$ cat src/rtl/regfile_pkg.sv
// rtl/regfile_pkg.sv - shared types and constants for the multi-port register file
package regfile_pkg;

  localparam int XLEN_DEF  = 32;
  localparam int NREGS_DEF = 32;

  typedef enum logic {RF_INIT, RF_READY} rf_state_t;

  function automatic int rf_addr_w(input int nregs);
    return $clog2(nregs);
  endfunction

endpackage

$ cat src/rtl/regfile_mp_scrub.sv
// rtl/regfile_mp_scrub.sv - scrub controller: walks indices 1..NREGS-1 after reset or on request
module rf_scrub_ctrl
  import regfile_pkg::*;
#(
  parameter int NREGS = NREGS_DEF,
  localparam int AW   = rf_addr_w(NREGS)
) (
  input  logic          clk_i,
  input  logic          rst_ni,
  input  logic          clr_req_i,
  output logic          ready_o,
  output logic          scrub_we_o,
  output logic [AW-1:0] scrub_idx_o
);

  rf_state_t     state_q, state_d;
  logic [AW-1:0] idx_q, idx_d;

  always_ff @(posedge clk_i or negedge rst_ni) begin
    if (!rst_ni) begin
      state_q <= RF_INIT;
      idx_q   <= AW'(1);
    end else begin
      state_q <= state_d;
      idx_q   <= idx_d;
    end
  end

  // Register 0 is never stored, so the walk starts at 1 and ends on NREGS-1.
  always_comb begin
    state_d = state_q;
    idx_d   = idx_q;
    case (state_q)
      RF_INIT: begin
        idx_d = idx_q + AW'(1);
        if (idx_q == AW'(NREGS - 1)) state_d = RF_READY;
      end
      RF_READY: begin
        if (clr_req_i) begin
          state_d = RF_INIT;
          idx_d   = AW'(1);
        end
      end
      default: state_d = RF_INIT;
    endcase
  end

  always_comb begin
    ready_o     = (state_q == RF_READY);
    scrub_we_o  = (state_q == RF_INIT);
    scrub_idx_o = idx_q;
  end

endmodule

$ cat src/rtl/regfile_mp.sv
// rtl/regfile_mp.sv - NRD-read / 2-write register file with bypass and issue scoreboard
module regfile_mp
  import regfile_pkg::*;
#(
  parameter int XLEN   = XLEN_DEF,
  parameter int NREGS  = NREGS_DEF,
  parameter int NRD    = 2,
  parameter int BYPASS = 1,
  localparam int AW    = rf_addr_w(NREGS)
) (
  input  logic              clk,
  input  logic              rst,
  input  logic              clr_req,
  output logic              ready,
  input  logic [NRD*AW-1:0] rd_addr,
  output logic [NRD*XLEN-1:0] rd_data,
  output logic [NRD-1:0]    rd_busy,
  input  logic              wr0_en,
  input  logic [AW-1:0]     wr0_addr,
  input  logic [XLEN-1:0]   wr0_data,
  input  logic              wr1_en,
  input  logic [AW-1:0]     wr1_addr,
  input  logic [XLEN-1:0]   wr1_data,
  input  logic              sb_set_en,
  input  logic [AW-1:0]     sb_set_addr
);

  logic [XLEN-1:0]  mem [NREGS];
  logic [NREGS-1:0] busy_q, busy_d;
  logic             scrub_we;
  logic [AW-1:0]    scrub_idx;
  logic             w0_act, w1_act, sb_act;

  rf_scrub_ctrl #(.NREGS(NREGS)) u_scrub (
    .clk_i       (clk),
    .rst_ni      (rst),
    .clr_req_i   (clr_req),
    .ready_o     (ready),
    .scrub_we_o  (scrub_we),
    .scrub_idx_o (scrub_idx)
  );

  // A clear request discards everything else issued in the same cycle.
  assign w0_act = ready && !clr_req && wr0_en && (wr0_addr != '0);
  assign w1_act = ready && !clr_req && wr1_en && (wr1_addr != '0);
  assign sb_act = ready && !clr_req && sb_set_en && (sb_set_addr != '0);

  always_ff @(posedge clk) begin
    if (scrub_we) begin
      mem[scrub_idx] <= '0;
    end else begin
      if (w0_act) mem[wr0_addr] <= wr0_data;
      if (w1_act) mem[wr1_addr] <= wr1_data;
    end
  end

  always_comb begin
    busy_d = busy_q;
    if (!ready || clr_req) begin
      busy_d = '0;
    end else begin
      if (w0_act) busy_d[wr0_addr] = 1'b0;
      if (w1_act) busy_d[wr1_addr] = 1'b0;
      if (sb_act) busy_d[sb_set_addr] = 1'b1;
    end
  end

  always_ff @(posedge clk or negedge rst) begin
    if (!rst) busy_q <= '0;
    else      busy_q <= busy_d;
  end

  for (genvar k = 0; k < NRD; k++) begin : g_rd
    logic [AW-1:0]   ra;
    logic            hit0, hit1;
    logic [XLEN-1:0] rdat;

    assign ra   = rd_addr[k*AW +: AW];
    assign hit1 = (BYPASS != 0) && w1_act && (wr1_addr == ra);
    assign hit0 = (BYPASS != 0) && w0_act && (wr0_addr == ra);

    always_comb begin
      if (!ready || ra == '0) rdat = '0;
      else if (hit1)          rdat = wr1_data;
      else if (hit0)          rdat = wr0_data;
      else                    rdat = mem[ra];
    end

    assign rd_data[k*XLEN +: XLEN] = rdat;
    assign rd_busy[k] = ready && busy_q[ra] && !(hit0 || hit1);
  end

endmodule

$ cat config.mk
export PLATFORM = sky130hd
export DESIGN_NAME = regfile_mp
export DESIGN_NICKNAME = d
export VERILOG_FILES = /design/src/rtl/regfile_pkg.sv /design/src/rtl/regfile_mp_scrub.sv /design/src/rtl/regfile_mp.sv
export SDC_FILE = /design/constraint.sdc
export NUM_CORES = 2
export LEC_CHECK = 0
export CAP_MARGIN = 10
export CORE_MARGIN = 5
export CORE_UTILIZATION = 45
export CTS_CLUSTER_SIZE = 12
export DETAILED_ROUTE_END_ITERATION = 16
export GPL_TIMING_DRIVEN = 0
export PLACE_DENSITY_LB_ADDON = 0.1
export SLEW_MARGIN = 20
export SYNTH_ARGS = -nofsm -noshare
export SYNTH_HDL_FRONTEND = slang
export SYNTH_SLANG_ARGS = --single-unit
$ cat constraint.sdc
create_clock -name clk -period 13.1 [get_ports clk]
set_input_delay 2.62 -clock clk [delete_from_list [all_inputs] [get_ports clk]]
set_output_delay 2.62 -clock clk [all_outputs]
set_load 0.01 [all_outputs]
==> results.ini <==
[setup_path]
critPathKind=primary input to primary output
cp_top_family=buffers and inverters
r2r-start=u_scrub.ready_o
cpMaxStageDelayCell=a2111oi_0
crit_path_end_kind=primary output
required_ps=10480
crit_start=rd_addr[4]
cp_cell_sequence=clkdlybuf4s50_1, buf_2, and3b_1, clkbuf_1, clkbuf_1, a22oi_1, o211a_1, a2111oi_0, a221o_1, clkdlybuf4s50_1
max_stage_delay_ps=1210
crit_fanout=10
worstPathBufferInverterCount=5
arrival_ps=7360
critPathLaunchType=primary input

[global_route]
antenna_found_initial=21
grt_first_pass_wirelength_um=415000
use_met1_pct=51.7
grt-busiest-layer=met2
use_met3_pct=11.8
grt_overflow=0
grt_pass1_vias=51200
track_usage_pct=41.4
gr-usage-met2_pct=60.3
grt_start_max_net_pins=27

[yosys]
yosys_register_bits=1062
postSynth.asyncResetShare_pct=3.58
synth_cells=5355
synth.distinct_cells=73
syn_area_per_cell_um2=11.6
synthesis.nets=5452
synth_common_cells=nand2_1, o21ai_0, edfxtp_1
yosysMostFrequentCell=nand2_1
synth_area_um2=62000
synth_top_area_share_pct=49.6
synthTopCellsByArea=edfxtp_1, mux4_2, o21ai_0
synth_edf_count=1024
synth_warnings=0
yosysSeqAreaShare_pct=51.1
synth_ff_type=edfxtp_1
yosysTopAreaCell=edfxtp_1

[finish]
drive_gt1_share_pct=16.0
regArea_um2=31700
syn_to_final_growth_pct=15.1
multi_input_area_um2=27500
fin_cells=7564
nets=5756
fillers=12100

[routing]
drc=0
first_pass_iters=6
drt_iter0_drc=9020
ant_nets=0
drt-total-wl_um=308000
avgRoutedWirePerCell_um=40.8
via_per_inst=7.08
vias=53600

[placement]
hpwl_um=236000
io_buffers=114
gp_congestion=1.06
dp_cells=7320

[clock_tree]
cts_buffers=131
clk_latency_ps=780
clk_pin_slew_ps=50
clock_path_buffers=3
h-tree-depth=4
ctsHoldBuffers=0
cts.sinks=1062
cts_resized=0
postCtsSetupBuffers=0
cts_tree=done
cts_root_buffer=clkbuf_16

[power]
leakage_uw=0.0239
ir_drop_mv=0.144
cellPowerDensity_nw_per_um2=134
power.total_uw=9570

[timing]
fin_skew_ps=14.2
tightest_slew_ps=1420
max_freq_ghz=0.100
holdWs_ps=542
period_share_pct=76.2
maxSlewHeadroom_pct=2.61
final-max-slew-violation-count=0
fin_tns_setup_ps=0
hold_viol_final=0
rsz0062_at_grt=false
setup_viol=0
period_needed_ps=9980

[job]
drv_cap=2

[floorplan]
core_area_um2=137000
die_area_um2=145000
fp.dieH_um=381
io_pins=162
dieWidth_um=381
rows=136
initial_utilization_pct=45.2

[worst_hold_path]
min_from=u_scrub.scrub_idx_o[0]
hold_class=register to register

[outcome]
status=finished, violations left
violations=max-capacitance violations

## placed cells by master, fill, tap and decap left out, drive strengths merged, types with 62 or more instances in the layout
cell,n
a221o,62
a221oi,121
a22oi,68
buf,263
clkbuf,653
clkdlybuf4s50,113
edfxtp,1024
mux2i,229
mux4,439
nand2,1100
nor2,82
o21ai,1116
## kinds of logic after synthesis
family / share of synthesized area (%)
buffers and inverters: 5.28
adder cells (fa/ha/maj): 0.0403
XOR/XNOR: 0.282
AO/OA/AOI/OAI: 14.7
flip-flops: 51.1
multiplexers: 19.7
AND/OR/NAND/NOR: 8.91
## where the power goes
part	internal [uW]	total [uW]	switching (uW)
logic	629	1790	1160
registers	4080	4230	153
clock network	1990	3560	1560
total	6700	9570	2870
## per-stage QoR
| step | utilization, % | setup slack (ps) | instance area [um^2] |
|---|---|---|---|
| floorplan | - | 6040 | 62000 |
| global placement | 47.7 | 1320 | 65400 |
| detailed placement | 49.1 | 3570 | 67300 |
| CTS | 52.0 | 3520 | 71300 |
| global route | 52.0 | 3400 | 71400 |
| finish | 52.1 | 3120 | 71400 |
## worst min-delay path, delay by kind of cell (launching register included)
family	cells	cell delay, ps
flip-flops	1	390
AND/OR/NAND/NOR	2	150
## routing by layer
metal,routed length [um],part of all wire (%),vias up
li1,-,-,21100
met1,107000,35,26800
met2,131000,42,4569
met3,39200,13,1062
met4,31100,10,4
met5,31,0.010,-
## registers in the layout (all words and copies together), names as in the netlist
| register | count |
|---|---|
| busy_q | 32 |
| mem | 1024 |
| u_scrub.ready_o | 1 |
| u_scrub.scrub_idx_o | 5 |
## worst paths after layout
path                                                to  slack (ps)  cells after the start
worst max-delay path                        rd_data[9]        3120                     10
worst min-delay path            u_scrub.scrub_idx_o[0]         540                      2
worst max register to register             mem[27][15]        8920                      6
worst min register to register  u_scrub.scrub_idx_o[0]         540                      2
max in group asynchronous                   busy_q[26]       10830                      2
min in group asynchronous                    busy_q[9]        1760                      1
## cell type report
class                   instances  area share (%)
repair buffers                171            3.67
plain buffers                 689            4.38
well taps                    1794            3.14
clock buffers                 171            4.98
flip-flops and latches       1062            44.4
diodes                         14          0.0491
clock inverters                59           0.633
inverters                      41           0.216
multi-input cells            3563            38.5
(Power assumes the default switching activity.)
